$ cat config.mk
export PLATFORM = sky130hd
export DESIGN_NAME = pulse_analyzer
export DESIGN_NICKNAME = d
export VERILOG_FILES = /design/src/rtl/pulse_analyzer_pkg.sv /design/src/rtl/pulse_analyzer_serial_divide.sv /design/src/rtl/pulse_analyzer.sv
export SDC_FILE = /design/constraint.sdc
export NUM_CORES = 1
export LEC_CHECK = 0
export BUFFER_PORTS_ARGS = -buffer_cell sky130_fd_sc_hd__buf_2
export CELL_PAD_IN_SITES_DETAIL_PLACEMENT = 0
export CELL_PAD_IN_SITES_GLOBAL_PLACEMENT = 2
export CORE_MARGIN = 1.5
export CORE_UTILIZATION = 36
export DETAILED_ROUTE_END_ITERATION = 16
export GPL_ROUTABILITY_DRIVEN = 0
export PLACE_DENSITY = 0.74
export SETUP_SLACK_MARGIN = 0.15
export SLEW_MARGIN = 40
export SYNTH_ARGS = -nofsm -noshare
export SYNTH_HDL_FRONTEND = slang
export SYNTH_SLANG_ARGS = --single-unit
$ cat constraint.sdc
create_clock -name clock_50_000_000 -period 2 [get_ports clock_50_000_000]
set_input_delay 0.4 -clock clock_50_000_000 [delete_from_list [all_inputs] [get_ports clock_50_000_000]]
set_output_delay 0.4 -clock clock_50_000_000 [all_outputs]
set_load 0.02 [all_outputs]
$ cat src/rtl/pulse_analyzer_pkg.sv
// pulse_analyzer_pkg: default widths and FSM state type for the pulse analyzer.
package pulse_analyzer_pkg;
  localparam int DEF_PERIOD_WIDTH = 16;
  localparam int DEF_PERCENT_WIDTH = 8;
  // One clock per generation tick in simulation; synthesis builds pass SYSTEM_CLOCK / AUDIO_GENERATION_FREQUENCY.
  localparam int DEF_GENERATION_TICKS = 1;
  typedef logic [DEF_PERCENT_WIDTH-1:0] percent_t;
  typedef enum logic {IDLE, MEASURE} analyzer_state_t;
endpackage

$ cat src/rtl/pulse_analyzer_serial_divide.sv
// pulse_analyzer_serial_divide: restoring divider, one quotient bit per cycle, QW cycles per result.
module pulse_analyzer_serial_divide #(
  parameter int DW = 16,
  parameter int QW = 8
)(
  input  logic          clock_50_000_000,
  input  logic          reset_l,
  input  logic          abort,
  input  logic          start,
  input  logic [DW+QW-1:0] dividend,
  input  logic [DW-1:0] divisor,
  output logic          busy,
  output logic          done,
  output logic [QW-1:0] quotient
);
  localparam int SW = $clog2(QW);
  logic [DW-1:0] rem, dsr, diff;
  logic [QW-1:0] low;
  logic [SW-1:0] step;
  logic [DW:0] trial;
  logic sat, fits;
  // low shifts dividend bits out of the top while quotient bits enter at the bottom
  always_comb begin
    trial = {rem, low[QW-1]};
    fits = trial >= {1'b0, dsr};
    diff = trial[DW-1:0] - dsr;
    done = busy && step == SW'(QW - 1);
    quotient = sat ? '1 : {low[QW-2:0], fits};
  end
  always_ff @(posedge clock_50_000_000 or negedge reset_l)
    if (!reset_l) {busy, sat, step, rem, dsr, low} <= '0;
    else if (abort) busy <= 1'b0;
    else if (start) begin
      busy <= 1'b1;
      step <= '0;
      sat <= dividend[DW+QW-1:QW] >= divisor;
      rem <= dividend[DW+QW-1:QW];
      low <= dividend[QW-1:0];
      dsr <= divisor;
    end else if (busy) begin
      busy <= !done;
      step <= step + 1'b1;
      rem <= fits ? diff : trial[DW-1:0];
      low <= {low[QW-2:0], fits};
    end
endmodule

$ cat src/rtl/pulse_analyzer.sv
// pulse_analyzer: measures a 1-bit waveform's period (generation ticks) and duty (percent_t).
module pulse_analyzer
  import pulse_analyzer_pkg::*;
#(
  parameter int PERIOD_WIDTH = DEF_PERIOD_WIDTH,
  parameter int PERCENT_WIDTH = DEF_PERCENT_WIDTH,
  parameter int GENERATION_TICKS = DEF_GENERATION_TICKS,
  parameter int SYNC_STAGES = 2
)(
  input  logic                     clock_50_000_000,
  input  logic                     reset_l,
  input  logic                     clear,
  input  logic                     signal_in,
  output logic [PERIOD_WIDTH-1:0]  period,
  output logic [PERCENT_WIDTH-1:0] duty_cycle,
  output logic                     valid,
  output logic                     locked,
  output logic                     no_signal,
  output logic                     overrun
);
  localparam int PRE_W = GENERATION_TICKS > 1 ? $clog2(GENERATION_TICKS) : 1;
  localparam logic [PRE_W-1:0] PRE_LAST = PRE_W'(GENERATION_TICKS - 1);
  analyzer_state_t state, state_n;
  logic [SYNC_STAGES-1:0] sync;
  logic level, rise, tick, run, timeout, accept, drop, busy, done;
  logic [PRE_W-1:0] pre, pre_eff, pre_n;
  logic [PERIOD_WIDTH-1:0] period_cnt, high_cnt, period_base, high_base, period_n, high_n, div_period;
  logic [PERCENT_WIDTH-1:0] quotient;
  // level is delayed to line up with rise, so the edge cycle itself counts as high
  always_ff @(posedge clock_50_000_000 or negedge reset_l)
    if (!reset_l) {sync, level, rise} <= '0;
    else begin
      sync <= {sync[SYNC_STAGES-2:0], signal_in};
      level <= sync[SYNC_STAGES-1];
      rise <= sync[SYNC_STAGES-1] & ~level;
    end
  always_comb begin
    pre_eff = rise ? '0 : pre;
    tick = pre_eff == PRE_LAST;
    pre_n = tick ? '0 : pre_eff + 1'b1;
    run = state == MEASURE || rise;
    period_base = rise ? '0 : period_cnt;
    high_base = rise ? '0 : high_cnt;
    period_n = !run ? '0 : tick && period_base != '1 ? period_base + 1'b1 : period_base;
    high_n = !run ? '0 : tick && level && high_base != '1 ? high_base + 1'b1 : high_base;
  end
  always_ff @(posedge clock_50_000_000 or negedge reset_l)
    if (!reset_l) state <= IDLE;
    else state <= clear ? IDLE : state_n;
  always_comb state_n = state == IDLE ? (rise ? MEASURE : IDLE) : (timeout ? IDLE : MEASURE);
  always_comb begin
    timeout = state == MEASURE && !rise && period_cnt == '1;
    accept = state == MEASURE && rise && period_cnt != '0 && (!busy || done);
    drop = state == MEASURE && rise && period_cnt != '0 && busy && !done;
  end
  always_ff @(posedge clock_50_000_000 or negedge reset_l)
    if (!reset_l) {pre, period_cnt, high_cnt, div_period, period, duty_cycle, valid, locked, no_signal, overrun} <= '0;
    else if (clear) {pre, period_cnt, high_cnt, div_period, period, duty_cycle, valid, locked, no_signal, overrun} <= '0;
    else begin
      pre <= pre_n;
      period_cnt <= period_n;
      high_cnt <= high_n;
      valid <= done;
      overrun <= drop;
      if (accept) div_period <= period_cnt;
      if (done) {period, duty_cycle} <= {div_period, quotient};
      locked <= timeout ? 1'b0 : locked | done;
      no_signal <= rise ? 1'b0 : no_signal | timeout;
    end
  pulse_analyzer_serial_divide #(.DW(PERIOD_WIDTH), .QW(PERCENT_WIDTH)) divide (
    .clock_50_000_000(clock_50_000_000),
    .reset_l(reset_l),
    .abort(clear),
    .start(accept),
    .dividend({high_cnt, {PERCENT_WIDTH{1'b0}}}),
    .divisor(period_cnt),
    .busy(busy),
    .done(done),
    .quotient(quotient)
  );
endmodule

==> flow_summary.toml <==
[synth]
synth.net_count = 765
syn-instance-count = 724
post_synth.cell_area_avg_um2 = 9.432
synth.ff_latch_count = 126
synthDistinctLibCells = 62
synth.yosys.warnings = 0
muxShareOfSynthArea = 0.03096
synth-main-ff-cell = "sky130_fd_sc_hd__dfrtp_1"
synth.largest_area_cell = "sky130_fd_sc_hd__dfrtp_1"
yosysMostFrequentCell = "sky130_fd_sc_hd__dfrtp_1"
post_synth_main_area_contributors = "sky130_fd_sc_hd__dfrtp_1 (46%), sky130_fd_sc_hd__nand2_1 (6.7%), sky130_fd_sc_hd__ha_1 (6.6%)"
synth_xor_area_frac = 0.04489
post_synthesis_share_of_cell_area_spent_on_full_adders_half_adders_and_majority_gates = 0.06889
synthSimpleGateAreaFrac = 0.2056
main_combinational_cell_family_by_area_after_synthesis = "simple AND/OR/NAND/NOR gates"
synth_top_cells_by_count = "sky130_fd_sc_hd__dfrtp_1 (126), sky130_fd_sc_hd__nand2_1 (122), sky130_fd_sc_hd__nor2_1 (58)"
number_of_flops_mapped_to_enable_cells_by_yosys = 0
synth_sequential_area_ratio = 0.4617
compound_gate_fraction_of_synth_area = 0.1405
synthesis.area_um2 = 6829
synthArstFlopShare = 1.000
netlist.area_leader.share = 0.4617

[floorplanning]
floorplan.initialDensity = 0.3663
num_rows = 50
design.portCount = 32
fp.dieW_um = 140.7
fp.dieArea_um2 = 19800
fp.coreArea_um2 = 18640
die_h_um = 140.7

[power]
share_seq_of_total_power = 0.282
totalPowerFinal_uw = 11030
net_load_switching_power_uw = 3939
clkPwrFrac = 0.275
power_switching_share = 0.3572
pwr-share-comb = 0.443
cellPowerDensity_nw_per_um2 = 1052
total_leakage_power_uw = 0.005004
internal-power_uw = 7090
vdd.ir_drop.worst_v = 0.0006165

[routing]
route.vias.total = 6113
drt_pass1_iterations = 5
routed_vias_inst = 5.207
drt_first_iter_violations = 328
postRouteAntennaNets = 0
post_route_wl_um = 21770
route.detailed.drc = 0
routed_wire_length_per_instance_um = 18.55

[finish]
diodes = 0
finalNetCount = 968
filler_cell_count = 1616
area_growth_pct = 53.52
drive_above_1_share = 0.4521

[setup_path]
timing.critical_path.to_type = "flop"
reg2reg_from = "divide.rem[8]"
critical_path.max_stage_delay_ns = 0.41
path_class = "reg -> reg"
worstPathArrival_ns = 2.57
regToRegEndpoint = "divide.rem[0]"
critPathTopFamily = "simple AND/OR/NAND/NOR gates"
worst_ep_required_time_ns = 2.34
critical-path-slowest-cell = "sky130_fd_sc_hd__dfrtp_1"
worst-path-buf-inv = 0
reg2regPathDepth = 8
reg2reg_slack_ns = -0.22
timing.critical_path.cells = "ha_4 > and4_4 > and4b_1 > o21ai_2 > nand4b_4 > nand2_8 > mux2_4 > o221ai_2"
critical_path_peak_fanout = 8
cp-start-kind = "flop"

[sta]
finalWorstPathRequiredPeriod_ns = 2.224
achievable-frequency_mhz = 449.6
whs_ns = 0.07636
grt_setup_unrepaired = "yes"
final_critical_path_setup_slack_ns = -0.2244
final_min_period_over_clock_period = 1.112
timing.final.setup_violations = 25
slew_hr = 0.7237
timing_max_transition_violations_final = 0
finalHoldViolations = 0
setup_tns_ns = -2.848
clock_skew_ns = 0.008431
tightest_slew_ns = 0.4144

[clock_tree]
worstSkewPairLatency_ns = 0.43
cts-buffers-inserted = 17
htreeDepth = 4
cts_tree = "done"
cts.path.max_buffers = 2
cts.clk_slew.worst_paths_ns = 0.06
clock_sink_count = 126
cts_root_buffer = "sky130_fd_sc_hd__clkbuf_16"

[global_routing]
grt_start_max_net_pins = 41
globalRoute.totalOverflow = 0
via_count_of_the_first_global_routing_pass = 6397
antenna_found_initial = 0
first_pass_grt_wire_length_um = 34190
grtUsageTotal = 0.2236

[min_path]
hold_path.startpoint = "signal_in"
terminating_pin_of_the_worst_hold_path = "sync[0]"
hold_path.class = "in -> reg"
whs_path_depth = 1

[placed_design]
hpwl_um = 14720
port_buffers = 31

[run_status]
status = "finished with violations"
violations_in_the_final_reports = "setup timing"

[job]
maxCapViolCount = 0
-- timing repair --
| action | 4_1_cts | 5_1_grt |
|---|---|---|
| hold buffers | 1 | 0 |
| cloned | 5 | 3 |
| hold endpoints to repair | 24 | 0 |
| resized for setup | 174 | 107 |
| endpoints found under the setup margin | 84 | 90 |
| setup buffers | 29 | 12 |
| pin swaps | 59 | 72 |
-- final cells by class --
| class | count | area [um2] | area share |
|---|---|---|---|
| sequential | 126 | 3156 | 0.3010 |
| clock inverter | 14 | 143.9 | 0.01372 |
| inverter | 45 | 168.9 | 0.01611 |
| tap | 234 | 292.8 | 0.02793 |
| clock buffer | 18 | 429.2 | 0.04094 |
| timing repair buffer | 213 | 1907 | 0.1819 |
| multi-input combinational | 524 | 4387 | 0.4184 |
-- cell families (layout without fill, tap and decap cells) --
group	Yosys count	in the layout
buffers and inverters	75	290
flip-flops	126	126
XOR/XNOR	35	35
AND/OR/NAND/NOR	287	288
AO/OA/AOI/OAI	144	144
multiplexers	20	20
adder cells (fa/ha/maj)	37	37
-- worst reg2reg max path: stages, from the launching register on --
cell and delay (ns):
sky130_fd_sc_hd__dfrtp_1 0.41, sky130_fd_sc_hd__ha_4 0.25, sky130_fd_sc_hd__and4_4 0.21, sky130_fd_sc_hd__and4b_1 0.21
sky130_fd_sc_hd__o21ai_2 0.19, sky130_fd_sc_hd__nand4b_4 0.20, sky130_fd_sc_hd__nand2_8 0.19, sky130_fd_sc_hd__mux2_4 0.32
sky130_fd_sc_hd__o221ai_2 0.18
-- flip-flops by register name (all words and copies together), names as in the netlist --
signal       cells
high_cnt        16
divide.sat       1
no_signal        1
locked           1
div_period      16
sync             2
period_cnt      16
duty_cycle       8
divide.rem      16
divide.step      3
overrun          1
divide.dsr      16
level            1
period          16
rise             1
valid            1
divide.busy      1
divide.low       8
state            1
-- power by group through the flow --
| stage | sequential [uW] | clock (uW) | combinational, uW |
|---|---|---|---|
| 2_1_floorplan | 3040 | 0 | 2470 |
| 3_3_place_gp | 3070 | 0 | 3870 |
| 3_5_place_dp | 3080 | 0 | 3920 |
| 4_1_cts | 3080 | 3100 | 4480 |
| 5_1_grt | 3140 | 3200 | 5260 |
| 6_report | 3110 | 3040 | 4880 |
-- how the worst max path moves through the flow --
| stage | start | endpoint | cells past startpoint |
|---|---|---|---|
| final | divide.rem[8] | divide.rem[0] | 8 |
| after floorplan | divide.rem[8] | divide.rem[11] | 10 |
| after detailed placement | divide.low[7] | divide.rem[14] | 10 |
| after CTS | divide.rem[11] | divide.rem[1] | 8 |
| after global placement | divide.low[7] | divide.rem[14] | 10 |
| after global routing | divide.rem[1] | divide.rem[0] | 8 |
-- metrics by stage --
step | instances | setup slack, ns | instance area, um2 | util
4_1_cts | 1159 | -0.2417 | 9843 | 0.5280
2_1_floorplan | 724 | -0.1957 | 6930 | -
5_1_grt | 1174 | -0.2959 | 10480 | 0.5623
3_5_place_dp | 1092 | -0.4231 | 8303 | 0.4454
6_report | 1174 | -0.2244 | 10480 | 0.5623
3_3_place_gp | 1092 | -0.4067 | 8303 | 0.4454
-- cell usage in the layout, fill, tap and decap left out, types with 13 or more instances in the layout --
cell type / synthesis / layout
sky130_fd_sc_hd__clkbuf_16: 0 / 19
sky130_fd_sc_hd__buf_4: 0 / 136
sky130_fd_sc_hd__nand2_1: 122 / 84
sky130_fd_sc_hd__buf_6: 4 / 24
sky130_fd_sc_hd__a21oi_1: 25 / 13
sky130_fd_sc_hd__nand2_4: 1 / 13
sky130_fd_sc_hd__buf_2: 10 / 30
sky130_fd_sc_hd__ha_4: 0 / 13
sky130_fd_sc_hd__o21ai_2: 2 / 25
sky130_fd_sc_hd__inv_1: 45 / 34
sky130_fd_sc_hd__nand2_2: 0 / 20
sky130_fd_sc_hd__a22o_1: 18 / 18
sky130_fd_sc_hd__mux2i_1: 17 / 17
sky130_fd_sc_hd__nand4_1: 14 / 14
sky130_fd_sc_hd__nor2_1: 58 / 48
sky130_fd_sc_hd__ha_1: 36 / 22
sky130_fd_sc_hd__dfrtp_1: 126 / 124
sky130_fd_sc_hd__xnor2_1: 26 / 21
-- per-layer routing --
| layer | vias to the layer above | wire length [um] | part of all wire | global-route usage |
|---|---|---|---|---|
| met1 | 3033 | 9572 | 0.44 | 0.2850 |
| met3 | 26 | 712 | 0.033 | 0.04518 |
| met2 | 108 | 11140 | 0.51 | 0.3809 |
| li1 | 2946 | - | - | - |
| met5 | - | 0 | 0 | 0 |
| met4 | 0 | 348 | 0.016 | 0.07182 |
Note: power is estimated with default switching activity, not from simulation.
